<file path="src/rtl/down_counter_timer_if.sv">
// Control/status bundle for down_counter_timer: load/start/pause requests in,
// registered count/busy/tc out.
interface down_counter_timer_if #(
  parameter int unsigned WIDTH = 8
);
  logic             load;
  logic [WIDTH-1:0] load_val;
  logic             start;
  logic             pause;
  logic [WIDTH-1:0] count;
  logic             busy;
  logic             tc;

  // Controller side: drives requests, observes the timer.
  modport master (
    output load, load_val, start, pause,
    input  count, busy, tc
  );

  // Timer side.
  modport slave (
    input  load, load_val, start, pause,
    output count, busy, tc
  );
endinterface

</file>
<file path="src/rtl/down_counter_timer.sv">
// Loadable WIDTH-bit countdown timer with start/pause control and a one-cycle
// terminal-count pulse.
// Optional feature: define AUTO_RELOAD_EN to reload the last loaded value at
// terminal count and keep running (periodic tc). Default build stops in IDLE.
module down_counter_timer #(
  parameter int unsigned WIDTH = 8
) (
  input  logic                clk,
  input  logic                reset,
  down_counter_timer_if.slave bus
);

  typedef enum logic [1:0] {
    IDLE  = 2'd0,
    RUN   = 2'd1,
    PAUSE = 2'd2
  } state_t;

  state_t           state;
  logic [WIDTH-1:0] count_q;
  logic             busy_q;
  logic             tc_q;
`ifdef AUTO_RELOAD_EN
  logic [WIDTH-1:0] reload_reg;
`endif

  assign bus.count = count_q;
  assign bus.busy  = busy_q;
  assign bus.tc    = tc_q;

  // Timer FSM: priority reset > load > pause > start/decrement; tc defaults low.
  always_ff @(posedge clk or posedge reset) begin
    if (reset) begin
      state   <= IDLE;
      count_q <= '0;
      busy_q  <= 1'b0;
      tc_q    <= 1'b0;
`ifdef AUTO_RELOAD_EN
      reload_reg <= '0;
`endif
    end else begin
      tc_q <= 1'b0;
      if (bus.load) begin
        // Load aborts any run in progress; a same-cycle start is dropped.
        count_q <= bus.load_val;
        state   <= IDLE;
        busy_q  <= 1'b0;
`ifdef AUTO_RELOAD_EN
        reload_reg <= bus.load_val;
`endif
      end else begin
        case (state)
          IDLE: begin
            // Starting from zero would give no meaningful countdown.
            if (bus.start && (count_q != '0)) begin
              state  <= RUN;
              busy_q <= 1'b1;
            end
          end
          RUN: begin
            if (bus.pause) begin
              state <= PAUSE;
            end else if (count_q == WIDTH'(1)) begin
              tc_q <= 1'b1;
`ifdef AUTO_RELOAD_EN
              count_q <= reload_reg;
`else
              count_q <= '0;
              state   <= IDLE;
              busy_q  <= 1'b0;
`endif
            end else begin
              count_q <= count_q - WIDTH'(1);
            end
          end
          PAUSE: begin
            // Resume edge only changes state; decrement continues next edge.
            if (!bus.pause) begin
              state <= RUN;
            end
          end
          default: begin
            state  <= IDLE;
            busy_q <= 1'b0;
          end
        endcase
      end
    end
  end

endmodule

</file>
<file path="src/flat_wrapper.sv">
// flat-port wrapper written by rule: the top's interface ports become plain ports
module down_counter_timer_flat 
#(
  parameter int unsigned WIDTH = 8
)
  (clk, reset, bus_load, bus_load_val, bus_start, bus_pause, bus_count, bus_busy, bus_tc);
  down_counter_timer_if #(.WIDTH(WIDTH)) bus_i ();
  input  logic clk;
  input  logic reset;
  input wire logic [$bits(bus_i.load)-1:0] bus_load;
  input wire logic [$bits(bus_i.load_val)-1:0] bus_load_val;
  input wire logic [$bits(bus_i.start)-1:0] bus_start;
  input wire logic [$bits(bus_i.pause)-1:0] bus_pause;
  output wire logic [$bits(bus_i.count)-1:0] bus_count;
  output wire logic [$bits(bus_i.busy)-1:0] bus_busy;
  output wire logic [$bits(bus_i.tc)-1:0] bus_tc;
  assign bus_i.load = bus_load;
  assign bus_i.load_val = bus_load_val;
  assign bus_i.start = bus_start;
  assign bus_i.pause = bus_pause;
  assign bus_count = bus_i.count;
  assign bus_busy = bus_i.busy;
  assign bus_tc = bus_i.tc;
  down_counter_timer #(.WIDTH(WIDTH)) u_core (.clk(clk), .reset(reset), .bus(bus_i));
endmodule
</file>
<file path="config.mk">
export PLATFORM = sky130hd
export DESIGN_NAME = down_counter_timer_flat
export DESIGN_NICKNAME = d
export VERILOG_FILES = /design/src/rtl/down_counter_timer_if.sv /design/src/rtl/down_counter_timer.sv /design/src/flat_wrapper.sv
export SDC_FILE = /design/constraint.sdc
export NUM_CORES = 1
export LEC_CHECK = 0
export ABC_AREA = 0
export BUFFER_PORTS_ARGS = -buffer_cell sky130_fd_sc_hd__clkbuf_2
export CORE_MARGIN = 5
export CORE_UTILIZATION = 52
export CTS_CLUSTER_SIZE = 28
export DETAILED_ROUTE_END_ITERATION = 10
export GPL_TIMING_DRIVEN = 0
export HOLD_SLACK_MARGIN = 0.05
export PLACE_DENSITY = 0.84
export SYNTH_ARGS = -nofsm -noshare
export SYNTH_HDL_FRONTEND = slang
export SYNTH_SLANG_ARGS = --single-unit
</file>
<file path="constraint.sdc">
create_clock -name clk -period 5.3 [get_ports clk]
set_clock_uncertainty 0.15 [all_clocks]
set_input_delay 1.06 -clock clk [delete_from_list [all_inputs] [get_ports clk]]
set_output_delay 1.06 -clock clk [all_outputs]
set_load 0.05 [all_outputs]
</file>
# Word-level counts from Yosys, hierarchy flattened
# Cells that the tools add are included.
# word_totals
regBits,12
elab_cells,41
# op_classes
addsub,1
n_eq_ne,10
n_mux,19
reduce_logical,7
# ops
operator,n
8-bit 2-to-1 mux,4
2-bit 2-to-1 mux,5
"8-bit by 1-bit == test with 1-bit output, second input constant",1
1-bit 2-to-1 mux,8
8-bit nonzero test,1
"8-bit by 1-bit subtractor with 8-bit output, second input constant",1
"3-bit by 2-bit != test with 1-bit output, second input constant",2
"3-bit != test, second input constant",2
2-bit one-hot mux with 3 select lines,1
"2-bit != test, second input constant",2
"4-bit by 3-bit != test with 1-bit output, second input constant",1
4-bit AND reduction,1
1-bit one-hot mux with 3 select lines,1
3-bit AND reduction,1
"2-bit by 1-bit == test with 1-bit output, second input constant",1
"2-bit == test, second input constant",1
2-bit logical NOT,1
2-bit AND reduction,1
2-bit nonzero test,1
1-bit logical AND,1

# Logic depth before layout (Yosys ltp)
# Gate-level depths: netlist (run 1).
# logic_depth
ltp_word,5
ltp_mapped,6

# Worst setup path before layout (run 1)
# Ideal clock, no wire load.
# synth_timing
path_type,input -> register
from,input bus_load
to,"register u_core.count_q[7], in the netlist u_core.bus.count[7]"
setup_ps,67
arrival_time_ps,2157
required_ps,5083
setup_slack_ps,2926
path_stages,4
cell_sequence,or4b_2 > o21bai_4 > a21oi_1 > a221o_1
# synth_between
elab_chain_len,2
# synth_rtl
item,line_no,source
"start, declared",flat_wrapper.sv:10,input wire logic [$bits(bus_i.load)-1:0] bus_load;
2-bit != test (no line) / 2-bit nonzero test (equally long branches),--,
2-bit AND reduction (no line),--,
"end signal, assigned",down_counter_timer.sv:45,count_q <= bus.load_val;
"end signal, assigned",down_counter_timer.sv:73,count_q <= count_q - WIDTH'(1);
"end, declared",down_counter_timer.sv:20,logic [WIDTH-1:0] count_q;
# Several ways; a longest one is shown, not always the timed one.
# A chain may end at the register's enable or synchronous reset.

# Final worst setup path (run 1)
# layout_timing
from,input bus_load
to,"register u_core.count_q[5], in the netlist u_core.bus.count[5]"
# Same word-level chain as after synthesis.

==> summary.md, run 1 <==
| Metric | Value |
|---|---|
| Terminus of the critical flop-to-flop path | u_core.state[0] |
| Smallest hold slack | 0.421 ns |
| Count of warnings emitted by yosys | 0 |
| Number of pins with negative max-slew slack in the final report | 0 |
| Final Hold Viols | 0 |
| Kind of start point of the critical path | input port |
| Main synth FF type | sky130_fd_sc_hd__dfrtp_1 |
| Period Utilization, post-route | 43.5% |
| DRC errors left | 0 |
| Total number of vias | 660 |
| Hold/Removal Path Class | flip-flop to flip-flop |
| Num rows | 13 |
| Post-detailed-placement cell area | 841 um^2 |
| Nets in the synthesized netlist | 87 |
| Clock buffers created by TritonCTS | 3 |
| Mapped cell area | 712 um^2 |
| Sum of negative setup slack | 0 ns |
| Non-filler instance count after layout | 111 |
| Avg Inst Size Synth | 10.0 um^2 |
| Clock Sinks | 12 |
| Area of the core region | 0.00130 mm^2 |
| Average vias per placed instance | 5.95 |
| CP peak stage delay | 0.70 ns |
| Number of filler cells placed in the layout | 120 |
| Internal cell power | 157 uW |
| Net count of the finished layout | 114 |
| Status | finished, final reports clean |
| R2R Setup Slk | 3.20 ns |
| Fraction of synthesis flops using an asynchronous set or reset pin | 100% |
| Share of Yosys cell area claimed by the top area cell type | 42.2% |
| Unrepaired setup endpoints after global routing | no |
| Max clock buf depth | 2 |
| Die Span Y | 47 um |
| Layout overhead on the synthesized area | 21.3% |
| Post-detail-place hpwl | 1.21 mm |
| Max_cap viols | 0 |
| Starting utilization of the core area | 54.7% |
| Cell class contributing the biggest share of worst-path delay | simple AND/OR/NAND/NOR gates |
| Levels on crit path | 5 |
| Required @ worst endpoint | 5.37 ns |
| Relative slew slack | 62.6% |
| Fraction of the yosys area taken by sequential cells | 42.2% |
| Commonest cells after routing, fill and taps aside | sky130_fd_sc_hd__clkbuf_2, sky130_fd_sc_hd__dfrtp_1, sky130_fd_sc_hd__o21ai_0 |
| Pin count of the biggest net entering global routing | 13 |
| Fraction of final layout cells sized beyond drive strength 1 | 30.2% |
| Worst setup EP type | flip-flop |
| Fraction of power consumed by the clock network | 21.6% |
| Initial antenna violation count | 0 |
| Worst flop-to-flop path startpoint | u_core.bus.count[1] |
| Die outline area | 0.00221 mm^2 |
| GR Overflow Total | 0 |
| Worst setup path endpoint | u_core.bus.count[5] |
| Master of the slowest instance on the critical path | sky130_fd_sc_hd__or4b_2 |
| Endpoints failing setup | 0 |
| Worst reg-to-reg path cell count | 5 |
| DR iter-0 viols | 4 |
| Worst slew pin tran | 0.558 ns |
| CP Class | input port to flip-flop |
| CTS tree | done |
| Post-Route WL | 1.64 mm |
| Comb pwr share | 33.6% |
| Total non-filler cell area in the finished layout | 863 um^2 |
| Vias in the first global route | 684 |
| Sequential share of power | 44.8% |
| Most common cell after layout, fill and taps aside | sky130_fd_sc_hd__clkbuf_2 |
| Post-cts sizing count | 0 |
| Post-CTS clock slew at the launch and capture registers of the worst setup and hold paths | 0.07 ns |
| Wire length of the first global-routing pass | 2.80 mm |
| Final weighted congestion in routability-driven placement | 0.774 |
| Number of placed I/O pins | 23 |
| Cell chosen for the clock root | sky130_fd_sc_hd__clkbuf_4 |
| Initial DRT Pass Iterations | 4 |
| Number of distinct library cell variants in the gate-level netlist after synthesis | 29 |
| #FFs+latches synth | 12 |
| Count of port buffers added during placement | 22 |
| Ant. Diodes | 0 |
| Switching portion of total power | 39.4% |
| Number of buffers and inverters on the critical path | 1 |
| VDD IR max | 0.167 mV |
| Total of hold buffers inserted after clock tree synthesis | 0 |
| Highest fanout seen on the critical path | 8 |
| Horizontal extent of the die | 47 um |
| Cell type with the highest aggregate area in the netlist | sky130_fd_sc_hd__dfrtp_1 |
| Highest achievable clock rate | 434 MHz |
| Clock period minus final worst setup slack | 2.31 ns |
| Buffer count from post-CTS setup fixing | 0 |
| Total global-route track usage | 17.9% |
| Setup crit start | bus_load |
| Clock insertion delay at the later pin of the skew report | 0.27 ns |
| Number of placed cells counting well taps | 108 |
| Number of synthesized flops with an enable pin | 0 |
| Net switching power | 102 uW |
| Synthesized instance count | 71 |
| Maximum level of the CTS H-tree | 1 |
| Arrival time of the worst setup path | 2.37 ns |
| Cell area power density | 300 mW/mm^2 |
| Biggest area contributors in the synthesized netlist | sky130_fd_sc_hd__dfrtp_1, sky130_fd_sc_hd__o21ai_0, sky130_fd_sc_hd__a22oi_1, sky130_fd_sc_hd__ha_1, sky130_fd_sc_hd__xnor2_1 |
| Leak | 0.000403 uW |
| Cells along the critical path | clkbuf_2 -> or4b_2 -> o21bai_4 -> a21oi_1 -> a221o_2 |
| Antenna Violating Nets Remaining | 0 |
| Wire length per cell after detailed routing | 14.8 um |
## cell usage after synthesis (2+ instances only)
cell	number
sky130_fd_sc_hd__dfrtp_1	12
sky130_fd_sc_hd__o21ai_0	8
sky130_fd_sc_hd__a22oi_1	5
sky130_fd_sc_hd__inv_1	4
sky130_fd_sc_hd__nand2_1	4
sky130_fd_sc_hd__ha_1	3
sky130_fd_sc_hd__xnor2_1	3
sky130_fd_sc_hd__a21oi_1	2
sky130_fd_sc_hd__nand2b_1	2
sky130_fd_sc_hd__nor2_1	2
sky130_fd_sc_hd__nor3_1	2
sky130_fd_sc_hd__nor3b_1	2
sky130_fd_sc_hd__nor4_1	2
sky130_fd_sc_hd__nor4b_1	2
sky130_fd_sc_hd__or3_1	2
sky130_fd_sc_hd__or4_1	2
sky130_fd_sc_hd__xor2_1	2
## power groups by stage
stage / sequential, uW / clock (uW) / combinational [uW]
after detailed placement: 118 / 0 / 87.4
after global routing: 118 / 57.7 / 95.4
after floorplan: 145 / 0 / 36.3
final: 116 / 56.0 / 87.1
after global placement: 117 / 0 / 85.4
after CTS: 116 / 55.6 / 87.9
## tightest hold or removal path: cells and delay by family (launching register included)
family | cells | cell delay [ns]
simple gates | 1 | 0.08
flops | 1 | 0.38
compound gates | 1 | 0.07
## routing by layer
metal	vias to the layer above	wire length [um]	GRT usage, %
li1	317	-	-
met1	324	721	21.1
met2	16	813	29.8
met3	3	82	6.13
met4	0	25	6.63
met5	-	0	0
## flip-flops by register name (all words and copies together), names as in the netlist
signal / count
u_core.bus.count: 8
u_core.bus.tc: 1
u_core.bus.busy: 1
u_core.state: 2
## per-stage QoR
| step | power [uW] | worst slack (ns) | util (%) |
|---|---|---|---|
| after floorplan | 181 | 2.93 | - |
| after global placement | 203 | 2.74 | 64.6 |
| after detailed placement | 205 | 2.72 | 64.6 |
| after global routing | 272 | 2.91 | 66.3 |
| final | 259 | 2.99 | 66.3 |
| after CTS | 260 | 3.00 | 66.3 |
## cell families after synthesis
logic type | after synthesis | synth area share (%)
buffers and inverters | 6 | 4.22
DFF | 12 | 42.2
adders and majority gates | 3 | 5.27
xor gates and xnor gates | 5 | 6.15
and+or+nand+nor | 25 | 22.1
AOI/OAI and AO/OA | 20 | 20.0
## how the worst min path moves through the flow
stage,cells past startpoint,startpoint,end
global route,2,u_core.bus.busy,u_core.bus.busy
finish,2,u_core.bus.busy,u_core.bus.busy
global placement,2,u_core.bus.busy,u_core.bus.busy
floorplan,2,u_core.state[1],u_core.bus.tc
CTS,2,u_core.bus.busy,u_core.bus.busy
detailed placement,2,u_core.bus.busy,u_core.bus.busy
## final cells by class
type	instances	area [um^2]	area share [%]
Buffer	2	15.0	1.74
Clock buffer	3	22.5	2.61
Inverter	4	15.0	1.74
Multi-Input combinational cell	53	382	44.2
Sequential cell	12	300	34.8
Tap cell	15	18.8	2.17
Timing Repair Buffer	22	110	12.8
No activity file was read; power rests on OpenSTA's default activity.
==> inputs of run 2 (changes only) <==
CORE_UTILIZATION = 43   (was 52)
PLACE_DENSITY = 0.74   (was 0.84)
clock period = 2.1 ns   (was 5.3 ns; I/O delays follow)
==> run 2 against run 1 <==
  * Sequential power rose to 2.5 times the previous value
  * Wire length decreased by 7.5%
  * Sequential share of layout area down 0.70 points
  * Hold slack got worse by 0.21 ns
  * Global-route usage shrank 5.2 points
  * Via count decreased by 1.4%
  * Largest power group unchanged
  * Clock-buffer cell count did not move
  * Utilization decreased by 8.7 points
==> summary.md, run 2 (synthesized netlist as in run 1, its figures left out) <==
| Metric | Value |
|---|---|
| Fraction of final layout cells sized beyond drive strength 1 | 33.7% |
| Clock insertion delay at the later pin of the skew report | 0.26 ns |
| Storage element area | 303 um^2 |
| Combined area of the multi-input logic cells | 385 um^2 |
| Initial DRT Pass Iterations | 4 |
| R2R Setup Slk | 0.08 ns |
| Cell class contributing the biggest share of worst-path delay | simple AND/OR/NAND/NOR gates |
| Hold/Removal Path Class | input port to flip-flop |
| Post-CTS clock slew at the launch and capture registers of the worst setup and hold paths | 0.07 ns |
| Clock Sinks | 12 |
| Status | finished, final reports clean |
| Final Hold Viols | 0 |
| Arrival time of the worst setup path | 2.01 ns |
| Num rows | 14 |
| CP peak stage delay | 0.49 ns |
| Highest achievable clock rate | 495 MHz |
| Highest fanout seen on the critical path | 7 |
| Commonest cells after routing, fill and taps aside | sky130_fd_sc_hd__clkbuf_2, sky130_fd_sc_hd__dfrtp_1, sky130_fd_sc_hd__o21ai_0 |
| Maximum level of the CTS H-tree | 1 |
| Total global-route track usage | 12.7% |
| Clock buffers created by TritonCTS | 3 |
| Die Span Y | 50.7 um |
| Terminus of the critical flop-to-flop path | u_core.state[0] |
| Max clock buf depth | 2 |
| Average vias per placed instance | 5.71 |
| Max_cap viols | 0 |
| Number of buffers and inverters on the critical path | 1 |
| Non-filler instance count after layout | 114 |
| Endpoints failing setup | 0 |
| Required @ worst endpoint | 2.09 ns |
| Sum of negative setup slack | 0 ns |
| CTS tree | done |
| Starting utilization of the core area | 46.2% |
| Cell chosen for the clock root | sky130_fd_sc_hd__clkbuf_4 |
| Worst flop-to-flop path startpoint | u_core.bus.count[1] |
| Relative slew slack | 64.3% |
| Wire length of the first global-routing pass | 2.49 mm |
| DRC errors left | 0 |
| Wire length per cell after detailed routing | 13.3 um |
| DR iter-0 viols | 21 |
| Number of filler cells placed in the layout | 141 |
| Worst slew pin tran | 0.533 ns |
| Cells along the critical path | inv_1 -> ha_1 -> or4b_4 -> o21bai_4 -> or3b_1 |
| Ant. Diodes | 0 |
| Horizontal extent of the die | 50.7 um |
| GR Overflow Total | 0 |
| Master of the slowest instance on the critical path | sky130_fd_sc_hd__or4b_4 |
| Initial antenna violation count | 0 |
| Most heavily used metal layer in global routing | met2 |
| Period Utilization, post-route | 96.2% |
| Levels on crit path | 5 |
| Vias in the first global route | 545 |
| Worst reg-to-reg path cell count | 5 |
| Most common cell after layout, fill and taps aside | sky130_fd_sc_hd__clkbuf_2 |
| Final weighted congestion in routability-driven placement | 0.713 |
| GRT met1 Usage | 17.6% |
| Leak | 0.000411 uW |
| VDD IR max | 0.364 mV |
| Number of placed cells counting well taps | 109 |
| Number of placed I/O pins | 23 |
| Net count of the finished layout | 116 |
| Unrepaired setup endpoints after global routing | no |
| Area of the core region | 0.00154 mm^2 |
| Post-Route WL | 1.52 mm |
| Antenna Violating Nets Remaining | 0 |
| Layout overhead on the synthesized area | 24.8% |
| Cell area power density | 732 mW/mm^2 |
| Worst setup path endpoint | u_core.state[0] |
| Number of pins with negative max-slew slack in the final report | 0 |
| Setup crit start | u_core.bus.count[1] |
| Post-detail-place hpwl | 1.11 mm |
| Clock period minus final worst setup slack | 2.02 ns |
| Met3 demand-to-capacity share in global routing | 4.14% |
| Die outline area | 0.00257 mm^2 |
| Pin count of the biggest net entering global routing | 13 |
| CP Class | flip-flop to flip-flop |
| GR Layer Usage met2 | 18.0% |
| Flip-flop count of the largest register after layout | 8 |
| Kind of start point of the critical path | flip-flop |
| Total number of vias | 651 |
| Worst setup EP type | flip-flop |
| Count of port buffers added during placement | 22 |
[run 2: cell count changes in the layout (fill, tap and decap cells not counted)]
cell	previous run	this run
sky130_fd_sc_hd__dfrtp_1	12	10
sky130_fd_sc_hd__dfrtp_2	0	2
sky130_fd_sc_hd__buf_4	0	1
sky130_fd_sc_hd__dlygate4sd3_1	0	1
sky130_fd_sc_hd__or4b_1	1	0
sky130_fd_sc_hd__or4b_4	0	1
[run 2: layer usage]
metal	up-vias	share of wire, %
met5	-	0
met4	0	0
met3	0	7.2
met2	19	45
met1	310	47
li1	322	-
[run 2: layout make-up]
cell class | count | share of cell area (%)
multi-input cells | 53 | 43.4
inverters | 4 | 1.69
well taps | 16 | 2.25
flip-flops and latches | 12 | 34.1
plain buffers | 2 | 1.69
repair buffers | 24 | 14.4
clock buffers | 3 | 2.54
[run 2: what timing repair did]
| action | 4_1_cts | 5_1_grt |
|---|---|---|
| resized for setup | 0 | 1 |
| gates cloned | 0 | 0 |
| buffers inserted | 1 | 0 |
| pin swaps | 1 | 0 |
| hold buffers | 1 | 0 |
| setup endpoints to repair | 1 | 3 |
| hold endpoints to repair | 12 | 0 |
[run 2: power breakdown]
part / switching, uW / internal [uW] / leakage (uW)
logic: 143 / 78.1 / 0.000249
clock network: 69.0 / 66.2 / 0.0000138
registers: 38.1 / 257 / 0.000148
total: 250 / 401 / 0.000411
[run 2: worst min path at each step]
stage	start	to	slack (ns)	cells after the start
6_report	bus_load_val[1]	u_core.bus.count[1]	0.21	3
5_1_grt	bus_load_val[5]	u_core.bus.count[5]	0.22	2
4_1_cts	bus_load_val[1]	u_core.bus.count[1]	0.20	3
3_5_place_dp	reset	u_core.bus.tc	0.29	2
3_3_place_gp	reset	u_core.bus.tc	0.28	2
2_1_floorplan	reset	u_core.bus.busy	0.13	1
[run 2: worst register-to-register path, delay by kind of cell (launching register included)]
kind	cells	cell delay, ns
AND/OR/NAND/NOR	2	0.85
flip-flops	1	0.44
AO/OA/AOI/OAI	1	0.20
adder cells (fa/ha/maj)	1	0.14
buffers and inverters	1	0.11
[run 2: through the flow]
| stage | util [%] | total power [uW] | worst slack [ns] | hold WS, ns | instance area, um^2 |
|---|---|---|---|---|---|
| 2_1_floorplan | - | 458 | 0.00551 | 0.135 | 714 |
| 3_3_place_gp | 54.8 | 513 | 0.0120 | 0.285 | 845 |
| 3_5_place_dp | 54.8 | 516 | 0.0143 | 0.287 | 845 |
| 4_1_cts | 57.4 | 660 | 0.0326 | 0.204 | 885 |
| 5_1_grt | 57.6 | 695 | 0.0234 | 0.222 | 888 |
| 6_report | 57.6 | 651 | 0.0808 | 0.215 | 888 |
